$ cat src/rtl/rom_frame_reader.sv
// Frame reader for a fixed-latency image ROM. Issues addresses under a credit
// limit so that every in-flight read is guaranteed a FIFO slot on return.
module rom_frame_reader #(
  parameter int ADDR_WIDTH = 16,
  parameter int DATA_WIDTH = 24,
  parameter int IMG_W      = 256,
  parameter int IMG_H      = 256,
  parameter int RD_LATENCY = 1
) (
  input  logic                  clk,
  input  logic                  rst,
  input  logic                  start,
  output logic                  busy,
  output logic                  done,
  output logic [ADDR_WIDTH-1:0] rom_addr,
  input  logic [DATA_WIDTH-1:0] rom_rd_data,
  output logic [DATA_WIDTH-1:0] m_data,
  output logic                  m_valid,
  input  logic                  m_ready,
  output logic                  m_sof,
  output logic                  m_eol
);

  localparam int NPIX       = IMG_W * IMG_H;
  localparam int FIFO_DEPTH = RD_LATENCY + 2;
  localparam int CW         = $clog2(FIFO_DEPTH + 1);
  localparam int PW         = $clog2(FIFO_DEPTH);
  localparam int XW         = (IMG_W > 1) ? $clog2(IMG_W) : 1;

  localparam logic [ADDR_WIDTH-1:0] LAST_ADDR = ADDR_WIDTH'(NPIX - 1);
  localparam logic [XW-1:0]         LAST_X    = XW'(IMG_W - 1);
  localparam logic [PW-1:0]         LAST_PTR  = PW'(FIFO_DEPTH - 1);
  localparam logic [CW:0]           DEPTH_C   = (CW+1)'(FIFO_DEPTH);

  typedef enum logic [1:0] {S_IDLE, S_ISSUE, S_DRAIN, S_DONE} state_t;

  state_t                  r_state;
  logic                    r_busy;
  logic                    r_done;
  logic [ADDR_WIDTH-1:0]   r_addr;
  logic [ADDR_WIDTH-1:0]   r_addr_q;
  logic [XW-1:0]           r_x;

  logic [RD_LATENCY-1:0]   r_vld_pipe;
  logic [RD_LATENCY-1:0]   r_sof_pipe;
  logic [RD_LATENCY-1:0]   r_eol_pipe;

  logic [DATA_WIDTH-1:0]   r_mem_d   [FIFO_DEPTH];
  logic                    r_mem_sof [FIFO_DEPTH];
  logic                    r_mem_eol [FIFO_DEPTH];
  logic [PW-1:0]           r_wr_ptr;
  logic [PW-1:0]           r_rd_ptr;
  logic [CW-1:0]           r_cnt;

  logic [CW-1:0]           w_inflight;
  logic [CW:0]             w_used;
  logic                    w_issue;
  logic                    w_cap;
  logic                    w_pop;
  logic                    w_drained;

  function automatic logic [PW-1:0] f_next(input logic [PW-1:0] p);
    return (p == LAST_PTR) ? '0 : p + 1'b1;
  endfunction

  always_comb begin
    w_inflight = '0;
    for (int i = 0; i < RD_LATENCY; i++)
      w_inflight = w_inflight + CW'(r_vld_pipe[i]);
  end

  // Credits cover both queued words and reads still in the ROM, so a returning
  // word always has a slot even if the sink stalls indefinitely.
  assign w_used    = {1'b0, r_cnt} + {1'b0, w_inflight};
  assign w_issue   = (r_state == S_ISSUE) && (w_used < DEPTH_C);
  assign w_cap     = r_vld_pipe[RD_LATENCY-1];
  assign w_pop     = m_valid & m_ready;
  assign w_drained = (w_inflight == '0) &&
                     ((r_cnt == '0) || ((r_cnt == CW'(1)) && w_pop));

  assign rom_addr = w_issue ? r_addr : r_addr_q;
  assign busy     = r_busy;
  assign done     = r_done;
  assign m_valid  = (r_cnt != '0);
  assign m_data   = r_mem_d[r_rd_ptr];
  assign m_sof    = r_mem_sof[r_rd_ptr];
  assign m_eol    = r_mem_eol[r_rd_ptr];

  always_ff @(posedge clk) begin
    if (rst) begin
      r_state  <= S_IDLE;
      r_busy   <= 1'b0;
      r_done   <= 1'b0;
      r_addr   <= '0;
      r_addr_q <= '0;
      r_x      <= '0;
    end else begin
      r_done <= 1'b0;
      if (w_issue) begin
        r_addr_q <= r_addr;
        if (r_addr != LAST_ADDR) r_addr <= r_addr + 1'b1;
        r_x <= (r_x == LAST_X) ? '0 : r_x + 1'b1;
      end
      case (r_state)
        S_IDLE: if (start) begin
          r_state <= S_ISSUE;
          r_busy  <= 1'b1;
          r_addr  <= '0;
          r_x     <= '0;
        end
        S_ISSUE: if (w_issue && (r_addr == LAST_ADDR)) r_state <= S_DRAIN;
        // Leave on the cycle of the final pop so done lands right after it.
        S_DRAIN: if (w_drained) begin
          r_state <= S_DONE;
          r_busy  <= 1'b0;
          r_done  <= 1'b1;
        end
        S_DONE:  r_state <= S_IDLE;
        default: r_state <= S_IDLE;
      endcase
    end
  end

  always_ff @(posedge clk) begin
    if (rst) begin
      r_vld_pipe <= '0;
      r_sof_pipe <= '0;
      r_eol_pipe <= '0;
    end else begin
      r_vld_pipe[0] <= w_issue;
      r_sof_pipe[0] <= (r_addr == '0);
      r_eol_pipe[0] <= (r_x == LAST_X);
      for (int i = 1; i < RD_LATENCY; i++) begin
        r_vld_pipe[i] <= r_vld_pipe[i-1];
        r_sof_pipe[i] <= r_sof_pipe[i-1];
        r_eol_pipe[i] <= r_eol_pipe[i-1];
      end
    end
  end

  always_ff @(posedge clk) begin
    if (rst) begin
      r_wr_ptr <= '0;
      r_rd_ptr <= '0;
      r_cnt    <= '0;
      for (int i = 0; i < FIFO_DEPTH; i++) begin
        r_mem_d[i]   <= '0;
        r_mem_sof[i] <= 1'b0;
        r_mem_eol[i] <= 1'b0;
      end
    end else begin
      if (w_cap) begin
        r_mem_d[r_wr_ptr]   <= rom_rd_data;
        r_mem_sof[r_wr_ptr] <= r_sof_pipe[RD_LATENCY-1];
        r_mem_eol[r_wr_ptr] <= r_eol_pipe[RD_LATENCY-1];
        r_wr_ptr            <= f_next(r_wr_ptr);
      end
      if (w_pop) r_rd_ptr <= f_next(r_rd_ptr);
      case ({w_cap, w_pop})
        2'b10:   r_cnt <= r_cnt + 1'b1;
        2'b01:   r_cnt <= r_cnt - 1'b1;
        default: r_cnt <= r_cnt;
      endcase
    end
  end

endmodule

$ cat config.mk
export PLATFORM = sky130hd
export DESIGN_NAME = rom_frame_reader
export DESIGN_NICKNAME = d
export VERILOG_FILES = /design/src/rtl/rom_frame_reader.sv
export SDC_FILE = /design/constraint.sdc
export NUM_CORES = 1
export LEC_CHECK = 0
export CORE_MARGIN = 8
export CORE_UTILIZATION = 50
export DETAILED_ROUTE_END_ITERATION = 10
export HOLD_SLACK_MARGIN = 0.05
export PLACE_DENSITY = 0.84
export SLEW_MARGIN = 20
export SYNTH_ARGS = -nofsm -noshare
export SYNTH_HDL_FRONTEND = slang
export SYNTH_SLANG_ARGS = --single-unit
$ cat constraint.sdc
create_clock -name clk -period 5.5 [get_ports clk]
set_input_delay 1.375 -clock clk [delete_from_list [all_inputs] [get_ports clk]]
set_output_delay 1.375 -clock clk [all_outputs]
set_load 0.01 [all_outputs]
==> out/results.ini, run 1 <==
[run_status]
outcome = finished clean

[global_route]
grt_max_degree = 38
grt_overflow = 0
grt_pass1_vias = 4597
grt_pass1_wl_mm = 23.0
antenna_found_initial = 0
grtUsageTotal = 0.164

[cts]
cts_buffers = 17
cts_sinks = 159
htreeDepth = 4
ctsResizeCount = 0
post_cts_buffers = 0
cts-root-buf = clkbuf_16
clk-insertion-delay-late_ns = 0.42
cts_tree = yes
clock_path_buffers = 2
cts_hold_buf = 0
clk_pin_slew_ns = 0.06

[finish]
post-route-util = 0.612
multiInputGateArea_sq_mm = 0.00250
nNetsFinal = 614
seq_area_sq_mm = 0.00423
final_area_sq_mm = 0.00836
drive_gt1_frac = 0.156
area_growth_pct = 21.1
fill_cells = 1028
finalNonFillerCells = 768
antenna_cells = 0

[timing]
rsz0062_at_grt = false
layout_min_cycle_time_ns = 4.24
setup_slack_ns = 1.26
max_freq_ghz = 0.236
finalCritPeriodShare = 0.771
holdWs_ns = 0.469
max_slew.worst_pin.slew_ns = 0.992
hold_viol = 0
slew_headroom = 0.338
slew_violations = 0
tns_ns = 0
final-setup-viol-count = 0
fin_worst_skew_ns = 0.00949

[worst_setup_path]
path_cells = ha_1, ha_1, a21oi_1, buf_4, nand2_1, buf_4, mux2_2, clkdlybuf4s50_1
cp_data_arrival_time_ns = 2.87
path_class = reg -> out
start_kind = flip-flop
path_max_fanout = 22
path_depth = 8
rr_worst_depth = 4
cp.required_ns = 4.12
critPathTopFamily = buffers and inverters
cp_num_buf_inv = 3
endpoint_kind = output port
cpPeakStageDelay_ns = 0.49
cp_slowest_cell = clkdlybuf4s50_1

[hold_path]
hp-class = reg -> reg
worstHoldPathCells = 0

[drt]
drt-initial-drc-count = 333
drt_first_pass_iters = 5
avgViaCountPerCell = 5.62
wl_met3_um = 824
highest_layer = met4
met1Wirelength_mm = 5.72
finalWirelength_mm = 13.9
num_vias = 4319
drc = 0
avgRoutedWirePerCell_um = 18.1
wl_met2_mm = 7.09
antenna_left = 0

[pwr]
powerDensity_mw_per_mm2 = 384
p_leak_nw = 2.97
power_mw = 3.21
vdd_drop_max_uv = 220

[die]
dieArea_sq_mm = 0.0178
fp.dieW_um = 134
die_h_um = 134
start_util = 0.505
num_rows = 43
ioPinCount = 73
coreArea_sq_mm = 0.0137

[placed_design]
port_buffers = 72
place_area_sq_mm = 0.00778
place_ws_ns = 1.69
dp.cells = 736
place_congestion = 0.828
dp_hpwl_mm = 8.98

[job]
max_cap_violations = 0

[synth]
yosys-top-cells-area = edfxtp_1 (45%), dfxtp_1 (16%), mux4_2 (8.5%)
syn_nets = 542
async_flop_share = 0
netlist_instances = 503
synth.most_common_cell = edfxtp_1
yosysTopAreaCellShare = 0.452
synth_edf_count = 104
syn_area_per_cell_sq_um = 13.7
synth_commonest_cells = edfxtp_1 (104), and2_1 (81), dfxtp_1 (55)
yosysTopAreaCell = edfxtp_1
seq_area_frac_synth = 0.611
netlist_area_sq_mm = 0.00691
synth_ff_type = edfxtp_1
ys_warn_count = 0
ys_ff_latch = 159
yosysUniqueCellTypes = 56

[metal layers]
metal,GRT usage,vias to the layer above
li1,-,2016
met1,0.190,2137
met2,0.280,141
met3,0.0441,25
met4,0.0692,0
met5,0,-
[cell usage in the layout (no fill, tap or decap), types with 3 or more instances in the layout]
cell type	Yosys	final
nor4_1	7	6
nor3b_1	3	3
edfxtp_1	104	104
dfxtp_1	55	54
nand4_1	7	7
and2_1	81	81
and3_1	5	5
or3_1	4	4
mux2_2	16	16
clkbuf_16	0	17
or4_1	7	7
o31ai_1	8	8
nand2b_1	3	3
nand2_1	13	13
a21oi_1	21	21
ha_1	11	11
nor2_1	15	15
clkdlybuf4s50_1	0	72
clkbuf_1	20	4
o21ai_0	8	8
nand3_1	10	10
xor2_1	5	5
bufinv_16	0	3
nor2b_1	16	16
buf_4	1	8
clkinv_4	0	3
or2_2	4	4
inv_1	12	12
mux4_2	26	26
clkinv_1	1	3
[layout make-up]
type                    count  share of cell area
clock inverters            11              0.0169
inverters                  13             0.00583
well taps                 180              0.0269
repair buffers             80              0.0933
clock buffers              21              0.0527
multi-input cells         304               0.299
flip-flops and latches    159               0.505
[registers in the layout, summed over array words and instances, names as in the netlist, 4 cells and up, named ones only]
name	cells
r_addr	16
r_mem_sof	4
r_mem_d	96
r_mem_eol	4
r_addr_q	16
r_x	8
[where the power goes]
part | internal (mW) | switching [mW] | leakage (nW) | total, mW
Combinational | 0.332 | 0.286 | 1.21 | 0.617
Clock | 0.710 | 0.450 | 0.276 | 1.16
Sequential | 1.35 | 0.0781 | 1.48 | 1.43
[path summary, 6_finish.rpt]
path / start / endpoint / slack (ns)
hold / removal: r_eol_pipe / r_mem_eol[3] / 0.47
hold reg to reg: r_eol_pipe / r_mem_eol[3] / 0.47
setup / recovery: r_cnt[0] / rom_addr[1] / 1.26
setup reg to reg: r_vld_pipe / r_mem_d[2][4] / 2.91
[cells by family after synthesis]
logic type               after synthesis  share of synthesized area
XOR/XNOR                               7                    0.00888
multiplexers                          43                      0.112
AND/OR/NAND/NOR                      189                      0.169
flip-flops                           159                      0.611
AO/OA/AOI/OAI                         54                     0.0500
adder cells (fa/ha/maj)               11                     0.0199
buffers and inverters                 40                     0.0281
[worst register-to-register path, delay by kind of cell, from the launching register on]
family	cells	cell delay, ns
buf+inv	1	0.23
flops	1	0.36
simple gates	3	1.62
(Power assumes the default switching activity.)
==> inputs of run 2 (changes only) <==
--- a/config.mk
+++ b/config.mk
@@ -9,7 +9,7 @@
 export CORE_UTILIZATION = 50
 export DETAILED_ROUTE_END_ITERATION = 10
 export HOLD_SLACK_MARGIN = 0.05
-export PLACE_DENSITY = 0.84
+export PLACE_DENSITY = 0.87
 export SLEW_MARGIN = 20
 export SYNTH_ARGS = -nofsm -noshare
 export SYNTH_HDL_FRONTEND = slang
==> constraint.sdc (replaced) <==
create_clock -name clk -period 3.4 [get_ports clk]
set_input_delay 0.85 -clock clk [delete_from_list [all_inputs] [get_ports clk]]
set_output_delay 0.85 -clock clk [all_outputs]
set_load 0.01 [all_outputs]
==> run 2 against run 1 <==
Register-to-register slack worse by 2.0 ns; clock skew is 0.0040 ns lower; global-route usage increased by 0.28 points; critical path type unchanged; sequential share of layout area is 0.14 points lower; final cell count is 0.52% higher; flip-flop and latch count stayed put; largest power group unchanged; hold slack improved by 0.019 ns.
==> out/results.ini, run 2 (synthesized netlist as in run 1, its figures left out) <==
[drt]
avgRoutedWirePerCell_um = 18.4  ; +1.8%
finalWirelength_mm = 14.2  ; +2.3%
num_vias = 4307  ; -0.28%
drt_first_pass_iters = 5  ; unchanged
avgViaCountPerCell = 5.58  ; -0.79%
antenna_left = 0  ; unchanged
drc = 0  ; unchanged
drt-initial-drc-count = 372  ; +12%

[timing]
max_freq_ghz = 0.321
hold_viol = 0  ; unchanged
finalCritPeriodShare = 0.917
rsz0062_at_grt = false
fin_worst_skew_ns = 0.00548  ; -0.00400 ns
slew_violations = 0  ; unchanged
layout_min_cycle_time_ns = 3.12
final-setup-viol-count = 0  ; unchanged
max_slew.worst_pin.slew_ns = 0.902  ; -0.0899 ns
slew_headroom = 0.393  ; +0.0553
tns_ns = 0  ; unchanged
holdWs_ns = 0.488  ; +0.0189 ns

[worst_setup_path]
start_kind = flip-flop
cp.required_ns = 2.55  ; -1.57 ns
endpoint_kind = output port
path_max_fanout = 18  ; -18%
path_class = reg -> out
cp_data_arrival_time_ns = 2.27  ; -0.60 ns

[hold_path]
hp-class = reg -> reg

[global_route]
antenna_found_initial = 0  ; unchanged
grtUsageTotal = 0.167  ; +0.00283
grt_pass1_vias = 4536  ; -1.3%
grt_pass1_wl_mm = 23.2  ; +0.93%
grt_max_degree = 31  ; -18%
grt_overflow = 0  ; unchanged

[finish]
largest_registers = r_mem_d (96), r_addr (16), r_addr_q (16)
area_growth_pct = 21.4
nNetsFinal = 618  ; +0.65%
layout_common_cells = edfxtp_1 (104), and2_1 (81), clkdlybuf4s50_1 (56)
fill_cells = 1037  ; +0.88%
regMostFlops = r_mem_d
multiInputGateArea_sq_mm = 0.00251  ; +0.15%
drive_gt1_frac = 0.164  ; +0.00739
layout_commonest_cell = edfxtp_1
largest_reg_flops = 96  ; unchanged
antenna_cells = 0  ; unchanged
seq_area_sq_mm = 0.00423  ; unchanged

[cts]
htreeDepth = 4  ; unchanged
cts_hold_buf = 0  ; unchanged
clk_pin_slew_ns = 0.06  ; about the same
clock_path_buffers = 2  ; unchanged
cts_sinks = 159  ; unchanged
cts-root-buf = clkbuf_16
clk-insertion-delay-late_ns = 0.42  ; about the same
post_cts_buffers = 0  ; unchanged
cts_buffers = 17  ; unchanged
ctsResizeCount = 1  ; +1
cts_tree = yes

[die]
coreArea_sq_mm = 0.0137  ; unchanged
die_h_um = 134  ; unchanged
num_rows = 43  ; unchanged
ioPinCount = 73  ; unchanged
start_util = 0.505  ; unchanged
dieArea_sq_mm = 0.0178  ; unchanged
fp.dieW_um = 134  ; unchanged

[pwr]
p_seq_frac = 0.453  ; +0.007
switching_power_mw = 1.33  ; +64%
powerDensity_mw_per_mm2 = 598  ; +56%
internal_power_mw = 3.69  ; +54%
p_leak_nw = 3.26  ; +9.6%
vdd_drop_max_uv = 348  ; +58%
p_sw_frac = 0.266  ; +0.0123
pwr-share-clk = 0.329  ; -0.032
comb_power_share = 0.218  ; +0.026

[job]
max_cap_violations = 0  ; unchanged

[placed_design]
dp_hpwl_mm = 8.96  ; -0.22%
port_buffers = 72  ; unchanged
place_congestion = 0.839  ; +1.4%

[run_status]
outcome = finished clean

[run 2: cell count changes in the layout (fill, tap and decap cells not counted)]
cell             before  now
clkdlybuf4s50_1      72   56
dlymetal6s2s_1        0   16
bufinv_16             3    0
clkinv_4              3    0
clkinvlp_4            1    4
buf_12                0    2
buf_4                 8   10
a21oi_1              21   20
a21oi_2               0    1
clkbuf_1              4    3
clkinv_1              3    4
clkinv_2              1    2
clkinvlp_2            1    2
inv_6                 0    1
[run 2: worst paths after layout]
check                           slack [ns]  startpoint  depth (start not counted)          to
worst min-delay path                  0.49      r_x[5]                          2      r_x[5]
worst max-delay path                  0.28   flip-flop                          3       m_eol
worst max register to register        0.90    r_cnt[0]                          7  r_addr[13]
worst min register to register        0.49      r_x[5]                          2      r_x[5]
[run 2: critical path: stages (launching register included)]
cell and delay [ns]:
dfxtp_2 0.55, buf_12 0.25, mux4_2 0.54, clkdlybuf4s50_1 0.50
[run 2: final cells by class]
type / count / share of cell area
Inverter: 13 / 0.00582
Clock inverter: 12 / 0.00835
Clock buffer: 20 / 0.0521
Sequential cell: 159 / 0.504
Timing Repair Buffer: 84 / 0.104
Tap cell: 180 / 0.0268
Multi-Input combinational cell: 304 / 0.299
[run 2: stage by stage]
| stage | worst slack (ns) | cell area (sq um) | total power, mW | cells | utilization |
|---|---|---|---|---|---|
| after floorplan | 0.604 | 6910 | 2.96 | 503 | - |
| after global placement | 0.477 | 7830 | 3.35 | 740 | 0.573 |
| after detailed placement | 0.436 | 7830 | 3.39 | 740 | 0.573 |
| after CTS | 0.0308 | 8340 | 5.05 | 772 | 0.610 |
| after global routing | 0.151 | 8390 | 5.24 | 772 | 0.614 |
| final | 0.282 | 8390 | 5.02 | 772 | 0.614 |
[run 2: routing by layer]
metal  vias to the layer above  part of all wire  global-route usage
met4                         0             0.011              0.0574
met1                      2135              0.40               0.191
li1                       2027                 -                   -
met5                         -                 0                   0
met3                        12             0.058              0.0474
met2                       133              0.53               0.291
[run 2: power groups by stage]
stage / registers, mW / logic [mW] / clock network (mW)
final: 2.28 / 1.09 / 1.65
after global routing: 2.30 / 1.19 / 1.76
after CTS: 2.28 / 1.09 / 1.68
after detailed placement: 2.32 / 1.08 / 0
after global placement: 2.30 / 1.05 / 0
after floorplan: 2.28 / 0.683 / 0
==> inputs of run 3 (changes only) <==
--- a/config.mk
+++ b/config.mk
@@ -8,6 +8,7 @@
 export CORE_MARGIN = 8
 export CORE_UTILIZATION = 50
 export DETAILED_ROUTE_END_ITERATION = 10
+export GPL_ROUTABILITY_DRIVEN = 0
 export HOLD_SLACK_MARGIN = 0.05
 export PLACE_DENSITY = 0.87
 export SLEW_MARGIN = 20
==> results of run 3 <==
The final DEF is identical to that of run 2; final timing and power are the same.
